### src/rtl/lcd_pkg.sv
// Shared LCD controller definitions: state encoding, op codes, bus bit constants
// and small helpers used by the reader (and reusable by the writer).
package lcd_pkg;

  typedef enum logic [2:0] {
    ST_IDLE  = 3'd0,
    ST_SETUP = 3'd1,
    ST_EN_HI = 3'd2,
    ST_HOLD  = 3'd3,
    ST_GAP   = 3'd4,
    ST_DONE  = 3'd5
  } lcd_state_e;

  localparam logic [1:0] OP_STATUS = 2'b00;
  localparam logic [1:0] OP_DATA   = 2'b01;
  localparam logic [1:0] OP_WAIT   = 2'b10;

  localparam int   BF_BIT  = 7;
  localparam logic RS_CMD  = 1'b0;
  localparam logic RS_DATA = 1'b1;
  localparam logic RW_WR   = 1'b0;
  localparam logic RW_RD   = 1'b1;

  // The reserved op code behaves as a status read.
  function automatic logic [1:0] norm_op(input logic [1:0] op);
    return (op == 2'b11) ? OP_STATUS : op;
  endfunction

  function automatic logic [7:0] phase_load(input int unsigned cyc);
    return 8'(cyc - 1);
  endfunction

endpackage

### src/rtl/lcd_phase_timer.sv
// Loadable 8-bit down-counter; expired_o is high while the count sits at zero.
module lcd_phase_timer (
  input  logic       clk_i,
  input  logic       rst_i,
  input  logic       load_i,
  input  logic [7:0] load_val_i,
  output logic       expired_o
);

  logic [7:0] count_q, count_d;

  always_comb begin
    count_d = count_q;
    if (load_i) begin
      count_d = load_val_i;
    end else if (count_q != 8'd0) begin
      count_d = count_q - 8'd1;
    end
  end

  always_ff @(posedge clk_i or posedge rst_i) begin
    if (rst_i) begin
      count_q <= 8'd0;
    end else begin
      count_q <= count_d;
    end
  end

  assign expired_o = (count_q == 8'd0);

endmodule

### src/rtl/lcd_status_reader.sv
// HD44780-style read-cycle engine: status/data reads and busy-flag polling.
// Define LCD_RD_4BIT_EN for 4-bit bus mode (two nibble strobes per read).
module lcd_status_reader
  import lcd_pkg::*;
#(
  parameter int unsigned SETUP_CYC = 2,
  parameter int unsigned EN_HI_CYC = 4,
  parameter int unsigned HOLD_CYC  = 2,
  parameter int unsigned GAP_CYC   = 3,
  parameter int unsigned MAX_POLLS = 16
) (
  input  logic       clk,
  input  logic       rst,
  input  logic       start,
  input  logic [1:0] op,
  input  logic [7:0] lcd_din,
  output logic       rs,
  output logic       rw,
  output logic       en,
  output logic       bus_own,
  output logic       busy,
  output logic       done,
  output logic [7:0] rd_data,
  output logic       lcd_busy,
  output logic       timeout
);

  localparam logic [7:0] MAX_POLLS_8 = 8'(MAX_POLLS);

  lcd_state_e state_q, state_d;
  logic [1:0] op_q, op_d;
  logic [7:0] poll_q, poll_d;
  logic       timeout_q, timeout_d;
  logic [7:0] rd_data_q, rd_data_d;
  logic       lcd_busy_q, lcd_busy_d;
  logic       rs_q, rs_d, rw_q, rw_d, en_q, en_d;
  logic       bus_own_q, bus_own_d, busy_q, busy_d, done_q, done_d;
  logic       last_nib;

  logic       tmr_load, tmr_expired;
  logic [7:0] tmr_val;

`ifdef LCD_RD_4BIT_EN
  logic nib_q, nib_d;
  logic unused_low_nibble;
  assign unused_low_nibble = ^lcd_din[3:0];
  assign last_nib = nib_q;
`else
  assign last_nib = 1'b1;
`endif

  lcd_phase_timer u_timer (
    .clk_i      (clk),
    .rst_i      (rst),
    .load_i     (tmr_load),
    .load_val_i (tmr_val),
    .expired_o  (tmr_expired)
  );

  // Next-state and data-path updates.
  always_comb begin
    state_d    = state_q;
    op_d       = op_q;
    poll_d     = poll_q;
    timeout_d  = timeout_q;
    rd_data_d  = rd_data_q;
    lcd_busy_d = lcd_busy_q;
`ifdef LCD_RD_4BIT_EN
    nib_d      = nib_q;
`endif
    unique case (state_q)
      ST_IDLE: begin
        if (start) begin
          op_d      = norm_op(op);
          timeout_d = 1'b0;
          poll_d    = 8'd0;
`ifdef LCD_RD_4BIT_EN
          nib_d     = 1'b0;
`endif
          state_d   = ST_SETUP;
        end
      end
      ST_SETUP: begin
        if (tmr_expired) state_d = ST_EN_HI;
      end
      ST_EN_HI: begin
        if (tmr_expired) begin
`ifdef LCD_RD_4BIT_EN
          if (!nib_q) begin
            rd_data_d[7:4] = lcd_din[7:4];
            lcd_busy_d     = (op_q == OP_DATA) ? 1'b0 : lcd_din[7];
          end else begin
            rd_data_d[3:0] = lcd_din[7:4];
          end
`else
          rd_data_d  = lcd_din;
          lcd_busy_d = (op_q == OP_DATA) ? 1'b0 : lcd_din[BF_BIT];
`endif
          state_d = ST_HOLD;
        end
      end
      ST_HOLD: begin
        if (tmr_expired) begin
          if (!last_nib) begin
`ifdef LCD_RD_4BIT_EN
            nib_d = 1'b1;
`endif
            state_d = ST_SETUP;
          end else if (op_q == OP_WAIT && rd_data_q[BF_BIT]) begin
            poll_d = poll_q + 8'd1;
            if (poll_d == MAX_POLLS_8) begin
              timeout_d = 1'b1;
              state_d   = ST_DONE;
            end else begin
              state_d   = ST_GAP;
            end
          end else begin
            state_d = ST_DONE;
          end
        end
      end
      ST_GAP: begin
        if (tmr_expired) begin
`ifdef LCD_RD_4BIT_EN
          nib_d = 1'b0;
`endif
          state_d = ST_SETUP;
        end
      end
      ST_DONE: state_d = ST_IDLE;
      default: state_d = ST_IDLE;
    endcase
  end

  // Outputs are decoded from the next state so the registered pins line up
  // with the state they belong to.
  always_comb begin
    rs_d      = RS_CMD;
    rw_d      = RW_WR;
    en_d      = 1'b0;
    bus_own_d = 1'b0;
    busy_d    = 1'b0;
    done_d    = 1'b0;
    unique case (state_d)
      ST_SETUP, ST_EN_HI, ST_HOLD, ST_GAP: begin
        bus_own_d = 1'b1;
        busy_d    = 1'b1;
        rw_d      = RW_RD;
        rs_d      = (op_d == OP_DATA) ? RS_DATA : RS_CMD;
        en_d      = (state_d == ST_EN_HI);
      end
      ST_DONE: begin
        busy_d = 1'b1;
        done_d = 1'b1;
      end
      default: ;
    endcase
  end

  always_comb begin
    tmr_load = (state_d != state_q);
    unique case (state_d)
      ST_SETUP: tmr_val = phase_load(SETUP_CYC);
      ST_EN_HI: tmr_val = phase_load(EN_HI_CYC);
      ST_HOLD:  tmr_val = phase_load(HOLD_CYC);
      ST_GAP:   tmr_val = phase_load(GAP_CYC);
      default:  tmr_val = 8'd0;
    endcase
  end

  always_ff @(posedge clk or posedge rst) begin
    if (rst) begin
      state_q    <= ST_IDLE;
      op_q       <= OP_STATUS;
      poll_q     <= 8'd0;
      timeout_q  <= 1'b0;
      rd_data_q  <= 8'd0;
      lcd_busy_q <= 1'b0;
      rs_q       <= 1'b0;
      rw_q       <= 1'b0;
      en_q       <= 1'b0;
      bus_own_q  <= 1'b0;
      busy_q     <= 1'b0;
      done_q     <= 1'b0;
    end else begin
      state_q    <= state_d;
      op_q       <= op_d;
      poll_q     <= poll_d;
      timeout_q  <= timeout_d;
      rd_data_q  <= rd_data_d;
      lcd_busy_q <= lcd_busy_d;
      rs_q       <= rs_d;
      rw_q       <= rw_d;
      en_q       <= en_d;
      bus_own_q  <= bus_own_d;
      busy_q     <= busy_d;
      done_q     <= done_d;
    end
  end

`ifdef LCD_RD_4BIT_EN
  always_ff @(posedge clk or posedge rst) begin
    if (rst) nib_q <= 1'b0;
    else     nib_q <= nib_d;
  end
`endif

  assign rs       = rs_q;
  assign rw       = rw_q;
  assign en       = en_q;
  assign bus_own  = bus_own_q;
  assign busy     = busy_q;
  assign done     = done_q;
  assign rd_data  = rd_data_q;
  assign lcd_busy = lcd_busy_q;
  assign timeout  = timeout_q;

endmodule

### config.mk
export PLATFORM = sky130hd
export DESIGN_NAME = lcd_status_reader
export DESIGN_NICKNAME = d
export VERILOG_FILES = /design/src/rtl/lcd_pkg.sv /design/src/rtl/lcd_phase_timer.sv /design/src/rtl/lcd_status_reader.sv
export SDC_FILE = /design/constraint.sdc
export NUM_CORES = 1
export LEC_CHECK = 0
export CAP_MARGIN = 20
export CORE_UTILIZATION = 30
export DETAILED_ROUTE_END_ITERATION = 7
export GPL_TIMING_DRIVEN = 0
export MAX_ROUTING_LAYER = met4
export PLACE_DENSITY = 0.52
export SLEW_MARGIN = 20
export SYNTH_ARGS = -nofsm -noshare
export SYNTH_HDL_FRONTEND = slang
export SYNTH_SLANG_ARGS = --single-unit
### constraint.sdc
create_clock -name clk -period 2.7 [get_ports clk]
set_input_delay 0.675 -clock clk [delete_from_list [all_inputs] [get_ports clk]]
set_output_delay 0.675 -clock clk [all_outputs]
set_load 0.05 [all_outputs]
==> out/results.txt <==
detailed-route DRC error count - 0
vias per cell - 5.073
most used cell, CP - o21ai_0
CP Max Fanout - 10
VDD IR-drop max - 0.5727 mV
commonest non-fill, non-tap cell in the layout - dfrtp_1
Final min period - 2.471 ns
DP HPWL - 2902 um
# IOs - 29
CTS Buffer Depth - 2
pre-CTS WS - -0.05782 ns
crit path DAT - 2.63 ns
Cells after Synth - 190
Hold EP - lcd_busy
Max Clock Freq - 0.4047 GHz
diode count - 0
post-route ant nets - 0
max-cap viol count - 0
GPL Wtd Cong - 0.8422
Inserted Clock Buffers - 5
starting density of the core - 0.3134
Synth cell types - 52
clk root buf - clkbuf_8
delay-heaviest family, CP - buffers and inverters
Max Clock Skew - 0.005576 ns
area occupied by multi-input gates - 898.4 sq um
first-pass GRT wire length - 7058 um
Non-Filler Instances - 301
Setup Viol. Count Final - 0
Hold Fails Final Rpt - 0
worst-path cell chain - clkdlybuf4s50_1, or4b_2, buf_2, o21ai_0, o21ai_1, o21ai_0, o21ai_0
Critical Path Slowest Stage Cell - or4b_2
EDFF count, synth - 0
Final Max Slew Viols - 0
Clk pin slew, worst setup/hold paths - 0.07 ns
core area - 0.005956 sq mm
RR Endpoint - u_timer.count_q[4]
hold path start - lcd_busy
Worst slew margin - 0.5984
R2R setup slack - 0.28 ns
area grow syn2layout - 25.54%
clk_lat worst skew - 0.29 ns
Worst Path Required - 2.86 ns
total wire length - 4103 um
final worst slack - 0.2290 ns
Net count, final - 242
Period Utilization, post-route - 0.9152
Pwr Total - 2.704 mW
Yosys warnings - 0
Seq/Total Area, Yosys - 0.4826
commonest cells after routing, fill and taps aside - dfrtp_1 (36), clkdlybuf4s50_1 (28), o21ai_0 (17), nand2_1 (17), nor2_1 (14)
status - complete, no violations
Synth Flop Type - dfrtp_1
unrepaired setup endpoints after global routing - no
placed cells - 294
initial antenna violation count - 0
Min-Delay Path Depth - 2
post-layout util - 0.3935
syn_area_per_cell - 9.825 sq um
Detailed Routing Iterations Pass 1 - 4
WP buf/inv - 2
setup repair bufs after CTS - 0
P_leak - 0.9958 nW
CTS Hold Bufs - 0
PwrDens - 1154 mW/mm^2
Die W - 80.89 um
CTS H-tree depth - 2
gr ovfl total - 0
post-CTS resize count - 0
FF+latch count, synth - 36
DR WL/cell - 13.63 um
layout cells sized above 1 - 0.1504
die area - 0.006542 sq mm
gr usage total - 0.1455
post-synthesis cell area - 0.001867 sq mm
CP endpoint kind - register
vias in the first global route - 1423
CTS tree - built
initial drt markers - 44
worst hold path class - reg -> reg
Critical Path Max Stage Delay - 0.59 ns
largest net degree at the start of global routing - 29
worst-margin pin slew - 0.5984 ns
Net Count, Synth - 206
vias post-DR - 1527
R2R depth - 8
row count - 28
Setup crit start kind - input port
Die Height - 80.89 um
number of buffers added on ports - 28
ys async rst share - 1.000
critical path class - in -> reg
Critical R2R Launch - u_timer.count_q[0]
register area - 900.9 sq um
fill cell count - 620
TritonCTS Sinks - 36
[power by group]
part	total, mW	switching [mW]	internal, mW	leakage, nW
Combinational	1.46	0.899	0.564	0.496
Sequential	0.878	0.147	0.731	0.459
Clock	0.363	0.187	0.175	0.0410
Total	2.70	1.23	1.47	0.996
[worst min-delay path: cells and delay by family, from the launching register on]
| family | cells | cell delay [ns] |
|---|---|---|
| AND/OR/NAND/NOR | 1 | 0.04 |
| AO/OA/AOI/OAI | 1 | 0.06 |
| flip-flops | 1 | 0.34 |
[kinds of logic (layout without fill, tap and decap cells)]
family                     after synthesis  in the layout  synth area share
AOI/OAI and AO/OA                       47             47            0.1635
DFF                                     36             36            0.4826
muxes                                    9              9           0.05362
adders and majority gates                3              3           0.02011
buffers and inverters                   17             53           0.03887
and+or+nand+nor                         74             74            0.2225
xor gates and xnor gates                 4              4           0.01877
[how the worst max path moves through the flow]
| stage | from | end | slack (ns) | cells after the start |
|---|---|---|---|---|
| after floorplan | u_timer.count_q[0] | rs | 0.56 | 7 |
| after global placement | start | poll_q[4] | -0.06 | 7 |
| after detailed placement | start | poll_q[2] | -0.06 | 7 |
| final | start | poll_q[2] | 0.23 | 7 |
| after global routing | start | poll_q[5] | 0.03 | 7 |
| after CTS | u_timer.count_q[0] | u_timer.count_q[4] | 0.04 | 7 |
[stage by stage]
stage / cell area [sq um] / setup TNS, ns / hold WS [ns]
floorplan: 1867 / 0 / 0.4899
global placement: 2241 / -0.2014 / 0.4634
detailed placement: 2261 / -0.1640 / 0.4693
CTS: 2338 / 0 / 0.4864
global route: 2344 / 0 / 0.5128
finish: 2344 / 0 / 0.4788
[Yosys cell counts (4+ instances only)]
cell,number,area share
dfrtp_1,36,0.48
nand3_1,5,0.013
buf_2,4,0.011
nand2b_1,5,0.017
nor3b_1,4,0.016
mux2_2,8,0.048
a21oi_1,9,0.024
nor2_1,14,0.028
nand2_1,17,0.034
nor3_1,4,0.011
o21ai_0,17,0.046
inv_1,9,0.018
[flip-flops by register name, indices dropped and copies added, names as in the netlist]
register / flops
rs: 1
done: 1
poll_q: 8
busy: 1
timeout: 1
lcd_busy: 1
state_q: 3
op_q: 2
rd_data: 8
bus_own: 1
en: 1
u_timer.count_q: 8
[cell type report]
| type | instances | area share |
|---|---|---|
| Multi-Input combinational cell | 137 | 0.3833 |
| Sequential cell | 36 | 0.3844 |
| Clock buffer | 6 | 0.03097 |
| Tap cell | 75 | 0.04004 |
| Clock inverter | 1 | 0.002136 |
| Buffer | 8 | 0.01655 |
| Inverter | 9 | 0.01442 |
| Timing Repair Buffer | 29 | 0.1281 |
[per-layer routing]
| layer | GRT usage | up-vias | share of wire | routed length (um) |
|---|---|---|---|---|
| met4 | 0.05893 | 0 | 0.018 | 74 |
| li1 | - | 757 | - | - |
| met5 | - | - | 0 | 0 |
| met1 | 0.1997 | 735 | 0.50 | 2062 |
| met3 | 0.02360 | 7 | 0.026 | 105 |
| met2 | 0.2126 | 28 | 0.45 | 1860 |
Note: power is estimated with default switching activity, not from simulation.
